### src/rtl/writeback_stage_if.sv
// Bus bundle for the MEM/WB writeback stage.
//   master : upstream view (EX/MEM pipeline regs, data memory, decode read port)
//            drives instruction, memory and read-index inputs; observes stall,
//            the register file write port, bypassed read data and retired count.
//   slave  : the writeback stage itself.
interface writeback_stage_if #(
  parameter int DATA_W = 32,
  parameter int ADDR_W = 5,
  parameter int CNT_W  = 32
);
  logic              in_valid;
  logic              in_reg_write;
  logic              in_mem_read;
  logic [ADDR_W-1:0] in_write_reg;
  logic [DATA_W-1:0] in_alu_result;
  logic [DATA_W-1:0] dmem_rdata;
  logic              dmem_ready;
  logic              stall;
  logic              WB;
  logic [ADDR_W-1:0] writeReg;
  logic [DATA_W-1:0] writeData;
  logic [ADDR_W-1:0] readReg1;
  logic [ADDR_W-1:0] readReg2;
  logic [DATA_W-1:0] rf_data1;
  logic [DATA_W-1:0] rf_data2;
  logic [DATA_W-1:0] byp_data1;
  logic [DATA_W-1:0] byp_data2;
  logic [CNT_W-1:0]  retired;

  modport master (
    output in_valid, in_reg_write, in_mem_read, in_write_reg, in_alu_result,
           dmem_rdata, dmem_ready, readReg1, readReg2, rf_data1, rf_data2,
    input  stall, WB, writeReg, writeData, byp_data1, byp_data2, retired
  );

  modport slave (
    input  in_valid, in_reg_write, in_mem_read, in_write_reg, in_alu_result,
           dmem_rdata, dmem_ready, readReg1, readReg2, rf_data1, rf_data2,
    output stall, WB, writeReg, writeData, byp_data1, byp_data2, retired
  );
endinterface

### src/rtl/writeback_stage.sv
// MEM/WB stage of the MIPS datapath.
// Registers the retiring instruction, picks ALU result or load data, and drives
// the register file write port (WB/writeReg/writeData). A load whose data memory
// is not ready parks in WAIT_MEM and stalls upstream until dmem_ready. The
// pending write is bypassed onto both decode read ports.
// Ports: clk, rst (async, active-high), bus (writeback_stage_if.slave).

// One decode read port's bypass mux.
module writeback_bypass_lane #(
  parameter int DATA_W = 32,
  parameter int ADDR_W = 5
) (
  input  logic              wb,
  input  logic [ADDR_W-1:0] wr_reg,
  input  logic [DATA_W-1:0] wr_data,
  input  logic [ADDR_W-1:0] rd_reg,
  input  logic [DATA_W-1:0] rf_data,
  output logic [DATA_W-1:0] byp
);
  // $0 reads never bypass; WB is already 0 for $0 writes but keep it explicit.
  assign byp = (wb && (rd_reg == wr_reg) && (|rd_reg)) ? wr_data : rf_data;
endmodule

module writeback_stage #(
  parameter int DATA_W = 32,
  parameter int ADDR_W = 5,
  parameter int CNT_W  = 32
) (
  input  logic            clk,
  input  logic            rst,
  writeback_stage_if.slave bus
);
  localparam int NUM_RD = 2;

  typedef enum logic {RUN = 1'b0, WAIT_MEM = 1'b1} state_t;

  state_t            state, state_nxt;
  logic              accept, miss, fill, stall_c;
  logic              wb_q;
  logic [ADDR_W-1:0] wreg_q;
  logic [DATA_W-1:0] wdata_q;
  logic [CNT_W-1:0]  ret_q;
  logic              pend_rw;
  logic [ADDR_W-1:0] pend_reg;

  // accept: retire straight from EX/MEM; miss: load parks; fill: parked load retires
  always_comb begin
    state_nxt = state;
    accept    = 1'b0;
    miss      = 1'b0;
    fill      = 1'b0;
    unique case (state)
      RUN: begin
        if (bus.in_valid) begin
          if (!bus.in_mem_read || bus.dmem_ready) begin
            accept = 1'b1;
          end else begin
            miss      = 1'b1;
            state_nxt = WAIT_MEM;
          end
        end
      end
      WAIT_MEM: begin
        // upstream is holding the same load, so in_* is not looked at here
        if (bus.dmem_ready) begin
          fill      = 1'b1;
          state_nxt = RUN;
        end
      end
      default: state_nxt = RUN;
    endcase
    stall_c = (miss || (state == WAIT_MEM && !bus.dmem_ready)) && !rst;
  end

  always_ff @(posedge clk or posedge rst) begin
    if (rst) state <= RUN;
    else     state <= state_nxt;
  end

  always_ff @(posedge clk or posedge rst) begin
    if (rst) begin
      wb_q     <= 1'b0;
      wreg_q   <= '0;
      wdata_q  <= '0;
      ret_q    <= '0;
      pend_rw  <= 1'b0;
      pend_reg <= '0;
    end else begin
      wb_q <= 1'b0;  // bubble unless something retires
      if (accept) begin
        wb_q    <= bus.in_reg_write && (|bus.in_write_reg);
        wreg_q  <= bus.in_write_reg;
        wdata_q <= bus.in_mem_read ? bus.dmem_rdata : bus.in_alu_result;
        ret_q   <= ret_q + CNT_W'(1);
      end else if (fill) begin
        wb_q    <= pend_rw && (|pend_reg);
        wreg_q  <= pend_reg;
        wdata_q <= bus.dmem_rdata;
        ret_q   <= ret_q + CNT_W'(1);
      end
      if (miss) begin
        pend_rw  <= bus.in_reg_write;
        pend_reg <= bus.in_write_reg;
      end
    end
  end

  logic [NUM_RD-1:0][ADDR_W-1:0] rd_reg;
  logic [NUM_RD-1:0][DATA_W-1:0] rf_data;
  logic [NUM_RD-1:0][DATA_W-1:0] byp;

  assign rd_reg  = {bus.readReg2, bus.readReg1};
  assign rf_data = {bus.rf_data2, bus.rf_data1};

  for (genvar i = 0; i < NUM_RD; i++) begin : g_rd
    writeback_bypass_lane #(.DATA_W(DATA_W), .ADDR_W(ADDR_W)) u_lane (
      .wb      (wb_q),
      .wr_reg  (wreg_q),
      .wr_data (wdata_q),
      .rd_reg  (rd_reg[i]),
      .rf_data (rf_data[i]),
      .byp     (byp[i])
    );
  end

  assign bus.stall     = stall_c;
  assign bus.WB        = wb_q;
  assign bus.writeReg  = wreg_q;
  assign bus.writeData = wdata_q;
  assign bus.retired   = ret_q;
  assign bus.byp_data1 = byp[0];
  assign bus.byp_data2 = byp[1];
endmodule

### src/flat_wrapper.sv
// flat-port wrapper written by rule: the top's interface ports become plain ports
module writeback_stage_flat 
#(
  parameter int DATA_W = 32,
  parameter int ADDR_W = 5,
  parameter int CNT_W  = 32
)
  (clk, rst, bus_in_valid, bus_in_reg_write, bus_in_mem_read, bus_in_write_reg, bus_in_alu_result, bus_dmem_rdata, bus_dmem_ready, bus_readReg1, bus_readReg2, bus_rf_data1, bus_rf_data2, bus_stall, bus_WB, bus_writeReg, bus_writeData, bus_byp_data1, bus_byp_data2, bus_retired);
  writeback_stage_if #(.DATA_W(DATA_W), .ADDR_W(ADDR_W), .CNT_W(CNT_W)) bus_i ();
  input  logic clk;
  input  logic rst;
  input wire logic [$bits(bus_i.in_valid)-1:0] bus_in_valid;
  input wire logic [$bits(bus_i.in_reg_write)-1:0] bus_in_reg_write;
  input wire logic [$bits(bus_i.in_mem_read)-1:0] bus_in_mem_read;
  input wire logic [$bits(bus_i.in_write_reg)-1:0] bus_in_write_reg;
  input wire logic [$bits(bus_i.in_alu_result)-1:0] bus_in_alu_result;
  input wire logic [$bits(bus_i.dmem_rdata)-1:0] bus_dmem_rdata;
  input wire logic [$bits(bus_i.dmem_ready)-1:0] bus_dmem_ready;
  input wire logic [$bits(bus_i.readReg1)-1:0] bus_readReg1;
  input wire logic [$bits(bus_i.readReg2)-1:0] bus_readReg2;
  input wire logic [$bits(bus_i.rf_data1)-1:0] bus_rf_data1;
  input wire logic [$bits(bus_i.rf_data2)-1:0] bus_rf_data2;
  output wire logic [$bits(bus_i.stall)-1:0] bus_stall;
  output wire logic [$bits(bus_i.WB)-1:0] bus_WB;
  output wire logic [$bits(bus_i.writeReg)-1:0] bus_writeReg;
  output wire logic [$bits(bus_i.writeData)-1:0] bus_writeData;
  output wire logic [$bits(bus_i.byp_data1)-1:0] bus_byp_data1;
  output wire logic [$bits(bus_i.byp_data2)-1:0] bus_byp_data2;
  output wire logic [$bits(bus_i.retired)-1:0] bus_retired;
  assign bus_i.in_valid = bus_in_valid;
  assign bus_i.in_reg_write = bus_in_reg_write;
  assign bus_i.in_mem_read = bus_in_mem_read;
  assign bus_i.in_write_reg = bus_in_write_reg;
  assign bus_i.in_alu_result = bus_in_alu_result;
  assign bus_i.dmem_rdata = bus_dmem_rdata;
  assign bus_i.dmem_ready = bus_dmem_ready;
  assign bus_i.readReg1 = bus_readReg1;
  assign bus_i.readReg2 = bus_readReg2;
  assign bus_i.rf_data1 = bus_rf_data1;
  assign bus_i.rf_data2 = bus_rf_data2;
  assign bus_stall = bus_i.stall;
  assign bus_WB = bus_i.WB;
  assign bus_writeReg = bus_i.writeReg;
  assign bus_writeData = bus_i.writeData;
  assign bus_byp_data1 = bus_i.byp_data1;
  assign bus_byp_data2 = bus_i.byp_data2;
  assign bus_retired = bus_i.retired;
  writeback_stage #(.DATA_W(DATA_W), .ADDR_W(ADDR_W), .CNT_W(CNT_W)) u_core (.clk(clk), .rst(rst), .bus(bus_i));
endmodule
### config.mk
export PLATFORM = sky130hd
export DESIGN_NAME = writeback_stage_flat
export DESIGN_NICKNAME = d
export VERILOG_FILES = /design/src/rtl/writeback_stage_if.sv /design/src/rtl/writeback_stage.sv /design/src/flat_wrapper.sv
export SDC_FILE = /design/constraint.sdc
export NUM_CORES = 1
export LEC_CHECK = 0
export ABC_AREA = 0
export CORE_AREA = 2 2 109 111
export CTS_BUF_LIST = sky130_fd_sc_hd__clkbuf_2
export DETAILED_ROUTE_END_ITERATION = 8
export DIE_AREA = 0 0 111 113
export PLACE_DENSITY = 0.88
export SETUP_SLACK_MARGIN = 0.3
export SYNTH_ARGS = -nofsm -noshare
export SYNTH_HDL_FRONTEND = slang
export SYNTH_HIERARCHICAL = 1
export SYNTH_SLANG_ARGS = --single-unit
### constraint.sdc
create_clock -name clk -period 4.2 [get_ports clk]
set_input_delay 0.42 -clock clk [delete_from_list [all_inputs] [get_ports clk]]
set_output_delay 0.42 -clock clk [all_outputs]
set_load 0.03 [all_outputs]
# Word-level counts from Yosys, hierarchy flattened
# Cells that the tools add are included.
[op_classes]
n_lt_le_gt_ge = 0
mul = 0
n_addsub = 1
n_eq_ne = 2
n_div = 0
bitwise = 1
n_reduce_logical = 18
shifts = 0
muxes = 21
[op_table]
columns = ["cell", "n"]
rows = [
  ["two-way mux 32 bit", 7],
  ["adder 32 x 1 -> 32 bit, second input constant", 1],
  ["OR reduction 5 bit", 4],
  ["two-way mux 1 bit", 11],
  ["equality test 5 bit", 2],
  ["two-way mux 5 bit", 2],
  ["logical AND 1 bit", 8],
  ["zero test 1 bit", 3],
  ["logical OR 1 bit", 2],
  ["one-hot mux 1 bit (2 select lines)", 1],
  ["nonzero test 2 bit", 1],
  ["NOT 1 bit", 1],
]
[totals]
input_bits = 149
ramBits = 0
mem_count = 0
regBits = 77
output_inout_bits = 135
latchBits = 0
word_cells = 50
rom_bits = 0

# Depth between registers and ports, before layout
# Gate-level depths: netlist of the first run.
[depth]
ltp_word = 7
ltp_mapped = 7

# Modules after synthesis
# The synthesis of the first run kept the hierarchy.
[modules_own_cells]
columns = ["mod", "n_inst", "seq_area_each_um2", "area_each_um2", "cells_per_inst"]
rows = [
  ["writeback_stage", 1, 1926.8, 3524.6, 311],
  ["writeback_bypass_lane", 2, 0.0, 594.3, 45],
]

# Least setup slack after synthesis of the first run
# Ideal clock, no wire load.
[synth_timing]
kind = "input -> output"
startpoint = "input rst"
endpoint = "output bus_stall"
slack_ns = 1.273
path_stages = 2
t_arrival_ns = 2.507
t_required_ns = 3.780
path_buffers = 0
cell_sequence = "inv_1 -> and2_1"
[synth_between]
elab_chain_cells = 2
[synth_rtl]
columns = ["item", "line", "rtl"]
rows = [
  ["from (decl)", "flat_wrapper.sv:11", "input logic rst;"],
  ["zero test 1 bit", "writeback_stage.sv:72", "stall_c = (miss || (state == WAIT_MEM && !bus.dmem_ready)) && !rst;"],
  ["logical AND 1 bit", "writeback_stage.sv:72", ""],
  ["to (decl)", "flat_wrapper.sv:23", "output wire logic [$bits(bus_i.stall)-1:0] bus_stall;"],
]
# No other way between the ends.

# Final worst setup path of the first run
[layout_timing]
startpoint = "register u_core.wreg_q[3] (netlist: u_core/bus.writeReg[3])"
endpoint = "output bus_byp_data2[0]"
[layout_between]
elab_chain_cells = 4
[layout_rtl]
columns = ["item", "line", "rtl"]
rows = [
  ["from (decl)", "writeback_stage.sv:40", "logic [ADDR_W-1:0] wreg_q;"],
  ["from (signal assigned)", "writeback_stage.sv:92", "wreg_q <= bus.in_write_reg;"],
  ["from (signal assigned)", "writeback_stage.sv:97", "wreg_q <= pend_reg;"],
  ["equality test 5 bit", "writeback_stage.sv:21", "assign byp = (wb && (rd_reg == wr_reg) && (|rd_reg)) ? wr_data : rf_data;"],
  ["logical AND 1 bit (2 in a row)", "writeback_stage.sv:21", ""],
  ["two-way mux 32 bit", "writeback_stage.sv:21", ""],
  ["to (decl)", "flat_wrapper.sv:28", "output wire logic [$bits(bus_i.byp_data2)-1:0] bus_byp_data2;"],
]
# No other way between the ends.

==> run metrics, run 1 <==
status finished clean; internal reg-to-reg setup slack 1810 ps; CTS root buf clkbuf_2; unrepaired setup endpoints after global routing false; Area growth syn-to-layout 65.09%; cell with the most instances after synthesis dfrtp_1; r2r startpoint u_core/bus.retired[0]; IO Count approximately 280; mean post-synth cell area about 12 sq um; Tmin final between 3000 and 4000 ps; Die X-Extent 111 um; top post-synthesis cells by area dfrtp_1, mux2_4, mux2i_1; Hold Path Sink u_core/bus.WB; unique cell type count in the Yosys netlist between 40 and 50; CP Max Fanout 32; EDFF count, synth 0; Leak 0.003186 uW; Max-cap violations 0; worst ir drop on vdd 0.0003621 V; Crit Path Class reg2out; DRT Pass-1 Iters 4; Port-buffer cells approximately 280; global-route wire length before repair roughly 25 mm; Worst EP arrival between 3000 and 4000 ps; pin count of the biggest net entering global routing slightly below 80; pwr/cell area approximately 330 nW/um^2; Iter 0 DRT Violations between 150 and 200; DR vias/cell approximately 5.1; HPWL Detailed between 10 and 15 mm; Post-Syn Instances roughly 400; Post-synth top cells dfrtp_1, mux2_4, nand2_1, mux2i_1, xnor2_1; Die Ht 113 um; r2r worst-path depth 5; Worst-path clk slew about 220 ps; Max-Slew Margin vs Limit between 20% and 30%; H-tree Lvls 3; RD Place Congestion 0.9111; Req. time, crit path 3780 ps; total number of vias ~4,300; CP startpoint kind register; NumNets Final around 830; Final Max Slew Viols 0; Core Box Area ~11,000 sq um; Post-Syn Area between 4000 and 5000 sq um; CP peak stage delay 590 ps; Final period util between 80% and 90%; fin area 7781 sq um; critical-path cell list xnor2_1 -> nand3_1 -> a211oi_4 -> buf_4 -> mux2_2 -> clkdlybuf4s50_1; post-CTS sizing 0; Yosys top cell area share around two fifths; predominant post-synthesis flop cell dfrtp_1; Initial Util between 40% and 50%; worst skew pair latency 500 ps; post-synthesis sequential element count 77; CTS Buf Count 9; hold depth 3; syn nets between 500 and 600; FFs w/ async S/R, synth between 90% and 100%; vias in the first global route between 4,000 and 5,000; Hold Fails Final Rpt 0; Worst setup EP type output pin; routed len/inst about 20 um; Post-CTS Hold Buffers 0; setup TNS 0 ps; CP max stage cell clkdlybuf4s50_1; HP Start bus_in_reg_write; reg-to-reg endpoint u_core/bus.retired[20]; die area 12,540 sq um; final clock skew roughly 16 ps; layout cells sized above 1 between 10% and 20%; clock net sink count 77; Cell Area, Placed about 7600 sq um; Finished Layout Cells 827; Seq/Total Area, Yosys 40.88%; Cell Rows 39; Slew @ Worst Pin 1080 ps; initial antenna violation count 2; YS warnings 6; CTS tree yes; Routed Antenna Nets 0; CTS max path bufs 2; placed insts 810; total grt overflow 0; post-synth top area cell dfrtp_1; Post-route DRC 0; Tightest Hold Check Type in2reg; number of setup buffers added after CTS 0; Post-Route WL around 16 mm; Final Setup Violations 0; GRT Total Usage between 20% and 30%; Fmax 0.2819 GHz
==> layout make-up <==
| type | count | area, sq um |
|---|---|---|
| well taps | 143 | 178.9 |
| fillers | 782 | 3491 |
| diodes | 1 | 2.502 |
| clock inverters | 5 | 107.6 |
| multi-input cells | 299 | 2628 |
| clock buffers | 11 | 55.05 |
| repair buffers | 288 | 2870 |
| inverters | 3 | 12.51 |
| flip-flops and latches | 77 | 1927 |
==> worst max-delay path, delay by kind of cell, from the launching register on <==
family          cells  cell delay, ps
xor+xnor            1             210
flops               1             490
simple gates        1             160
buf+inv             2            1120
compound gates      1             220
mux                 1             410
==> power by group <==
group	total, uW	internal [uW]	switching [uW]
Combinational	1010	495	512
Sequential	1000	851	148
Clock	529	265	264
Total	2540	1610	924
==> kinds of logic after synthesis <==
| kind of cell | Yosys count | synth area share (%) |
|---|---|---|
| mux | 103 | 28.54 |
| buf+inv | 25 | 3.716 |
| simple gates | 108 | 12.11 |
| xor+xnor | 39 | 7.247 |
| compound gates | 48 | 7.247 |
| flops | 77 | 40.88 |
| fa+ha+maj | 1 | 0.2654 |
==> cell usage in the layout, fill, tap and decap left out, types with 2 or more instances in the layout <==
master / n
a32oi_1: 5
nand3_1: 16
o21ai_0: 27
nor2_1: 5
xnor2_1: 32
mux2i_1: 32
bufinv_16: 3
nor4_2: 2
xor2_1: 7
nand4_1: 11
mux2_4: 60
nand2_1: 53
a211oi_4: 2
inv_1: 2
and4_1: 4
and3_1: 3
dfrtp_1: 77
clkbuf_2: 11
o21ai_1: 5
mux2_2: 11
or4_1: 2
buf_4: 5
nor3_1: 2
o41ai_2: 2
clkdlybuf4s50_1: 283
==> worst max-delay path by stage <==
stage | start | to | slack, ps | depth (start not counted)
3_3_place_gp | bus_readReg1[3] | bus_byp_data1[19] | 830 | 7
2_1_floorplan | rst | bus_stall | 1270 | 2
5_1_grt | u_core/bus.writeReg[3] | bus_byp_data1[0] | 460 | 6
6_report | u_core/bus.writeReg[3] | bus_byp_data2[0] | 650 | 6
4_1_cts | u_core/bus.writeReg[3] | bus_byp_data1[0] | 610 | 6
3_5_place_dp | bus_readReg1[1] | bus_byp_data1[0] | 770 | 7
==> metal layers <==
metal  routed length (um)  part of all wire [%]  global-route usage, %  vias up
met4                  430                   2.6                  9.750        2
li1                     -                     -                      -     2001
met1                 6365                    39                  29.15     2044
met2                 8482                    52                  45.69      169
met5                   11                 0.068                      0        -
met3                  947                   5.8                  5.249       34
==> per-stage QoR <==
step	hold slack [ps]	utilization (%)	worst slack, ps	power, uW
final	496.3	69.03	652.3	2536
after global routing	438.0	69.03	459.0	2655
after CTS	438.4	69.01	605.4	2556
after detailed placement	483.2	67.57	774.8	2018
after global placement	462.4	67.57	825.9	1990
after floorplan	480.9	-	1273	1515
Power figures use the tool's default switching activity.
==> inputs of run 2 (changes only) <==
- CORE_AREA: 2 2 109 111 -> default
- CORE_MARGIN: default -> 1.5
- CORE_UTILIZATION: default -> 35
- DIE_AREA: 0 0 111 113 -> default
- PLACE_DENSITY: 0.88 -> 0.79
- clock period: 4.2 -> 3 ns (I/O delays scaled with it)
==> run 2 against run 1 <==
  * Global-route usage shrank 2.1 points
  * Count of clock-buffer cells in the layout shrank 2
  * Hold slack lost 140 ps
  * Critical path depth grew 2
  * Critical path type unchanged
  * Highest routed layer is now met4
==> run metrics, run 2 (synthesis results as in run 1) <==
Tightest Hold Check Type in2reg; Tmin final around 2800 ps; clock share of power 20.2%; final clock skew around 24 ps; vias in the first global route roughly 4,400; die area 14,170 sq um; RD Place Congestion 0.8616; reg-to-reg endpoint u_core/bus.writeData[11]; CP peak stage delay around 500 ps; layout cells sized above 1 a little under a third; hold depth 3; Final period util 93.50%; Area growth syn-to-layout 80.09%; Post-CTS Hold Buffers 0; Crit Path Class reg2out; Net Sw Power between 1000 and 1500 uW; HP Start bus_dmem_rdata[7]; IO Count around 280; Iter 0 DRT Violations about 190; Max-cap violations 0; Sequential Power Share 38.8%; GRT Total Usage a little under a quarter; Cell Rows 42; Fmax around 0.36 GHz; total number of vias ~4,400; CP startpoint kind register; H-tree Lvls 3; global-route wire length before repair 25.23 mm; Worst setup EP type output pin; routed len/inst between 15 and 20 um; Final Max Slew Viols 0; Hold Fails Final Rpt 0; r2r startpoint u_core/state; total grt overflow 0; Die X-Extent between 100 and 150 um; Comb pwr share about two fifths; Slew @ Worst Pin a little under 1000 ps; pwr/cell area about 430 nW/um^2; Internal around 2300 uW; internal reg-to-reg setup slack between 900 and 1000 ps; CTS Buf Count 9; CTS root buf clkbuf_2; Req. time, crit path 2700 ps; worst skew pair latency approximately 540 ps; Post-Route WL 17.43 mm; Core Box Area 13,190 sq um; CTS max path bufs 2; critical-path cell list xnor2_2 -> nand3_1 -> a211oi_4 -> buf_6 -> buf_12 -> buf_8 -> mux2_4 -> buf_6; most frequent cells in the layout clkdlybuf4s50_1, buf_6, dfrtp_1; unrepaired setup endpoints after global routing true; Core Util, Final 64.35%; status finished clean; Initial Util between 30 and 40%; Post-route DRC 0; Max-Slew Margin vs Limit 35.29%; Worst EP arrival about 2500 ps; Die Ht around 120 um; Finished Layout Cells between 800 and 900; placed insts about 850; FF+latch area between 1500 and 2000 sq um; Multi-input gate area between 2000 and 3000 sq um; initial antenna violation count 0; HPWL Detailed 12.35 mm; Port-buffer cells ~280; hold_ws 360.5 ps; pin count of the biggest net entering global routing 78; Leak about 0.0036 uW; CP Max Fanout 6; Sw Share a little under two fifths; NumNets Final 867; CTS tree yes; # fillers roughly 1,000; setup TNS 0 ps; DRT Pass-1 Iters 4; clock net sink count 77; n_diodes 0; Worst-path clk slew ~230 ps; Hold Path Sink u_core/bus.writeData[7]; crit-path most repeated cell buf_6; Routed Antenna Nets 0; worst ir drop on vdd around 0.00042 V; CP max stage cell dfrtp_2; commonest non-fill, non-tap cell in the layout clkdlybuf4s50_1; r2r worst-path depth 5; DR vias/cell 4.894; Final Setup Violations 0
-- run 2: cell types whose count changed in the layout (fill, tap and decap cells not counted), sizes merged --
cell	previous run	this run
buf	5	107
clkinv	2	4
diode	1	0
inv	3	2
dlygate4sd2	0	1
clkdlybuf4s50	283	218
clkbuf	11	10
-- run 2: area by class of cell --
type	instances	area share [%]
repair buffers	327	40.93
multi-input cells	299	31.72
flip-flops and latches	77	22.74
well taps	176	2.594
clock inverters	6	1.327
clock buffers	9	0.5307
inverters	3	0.1474
-- run 2: power by group through the flow --
| stage | sequential [uW] | clock, uW | combinational [uW] |
|---|---|---|---|
| after global placement | 1400 | 0 | 1390 |
| after detailed placement | 1410 | 0 | 1410 |
| final | 1400 | 731 | 1480 |
| after global routing | 1430 | 801 | 1550 |
| after floorplan | 1630 | 0 | 494 |
| after CTS | 1390 | 757 | 1420 |
-- run 2: worst max path at each step --
stage	endpoint	cells after the start	slack, ps	startpoint
after floorplan	bus_stall	2	310	rst
after CTS	bus_byp_data2[31]	7	140	u_core/bus.writeReg[3]
after global routing	bus_byp_data2[6]	8	100	u_core/bus.writeReg[3]
after detailed placement	bus_byp_data2[31]	7	40	bus_readReg2[3]
final	bus_byp_data2[9]	8	200	u_core/bus.writeReg[3]
after global placement	bus_byp_data1[31]	7	100	bus_readReg1[0]
-- run 2: worst max-delay path, delay by kind of cell, from the launching register on --
kind / cells / cell delay (ps)
xor+xnor: 1 / 170
compound gates: 1 / 280
mux: 1 / 300
flops: 1 / 500
simple gates: 1 / 160
buf+inv: 4 / 570
-- run 2: metrics by stage --
stage                     power (uW)  setup WS [ps]  instance area, sq um
after global routing            3776          97.47                  8488
after floorplan                 2121          312.9                  4713
final                           3615          195.1                  8488
after detailed placement        2824          35.61                  7705
after CTS                       3563          137.1                  8023
after global placement          2789          98.66                  7705
-- run 2: repair_timing --
item | in CTS | in global routing
setup endpoints to repair | 65 | 64
pin swaps | 2 | 9
resized for setup | 329 | 154
setup buffers | 18 | 10
cloned | 5 | 1
-- run 2: layer usage --
layer  wire, um  vias up  track usage (%)  part of all wire, %
met5          0        -                0                    0
met4        665        0            10.09                  3.8
met3        853       46            3.975                  4.9
met2       9390      189            42.59                   54
met1       6519     2085            25.80                   37
li1           -     2070                -                    -
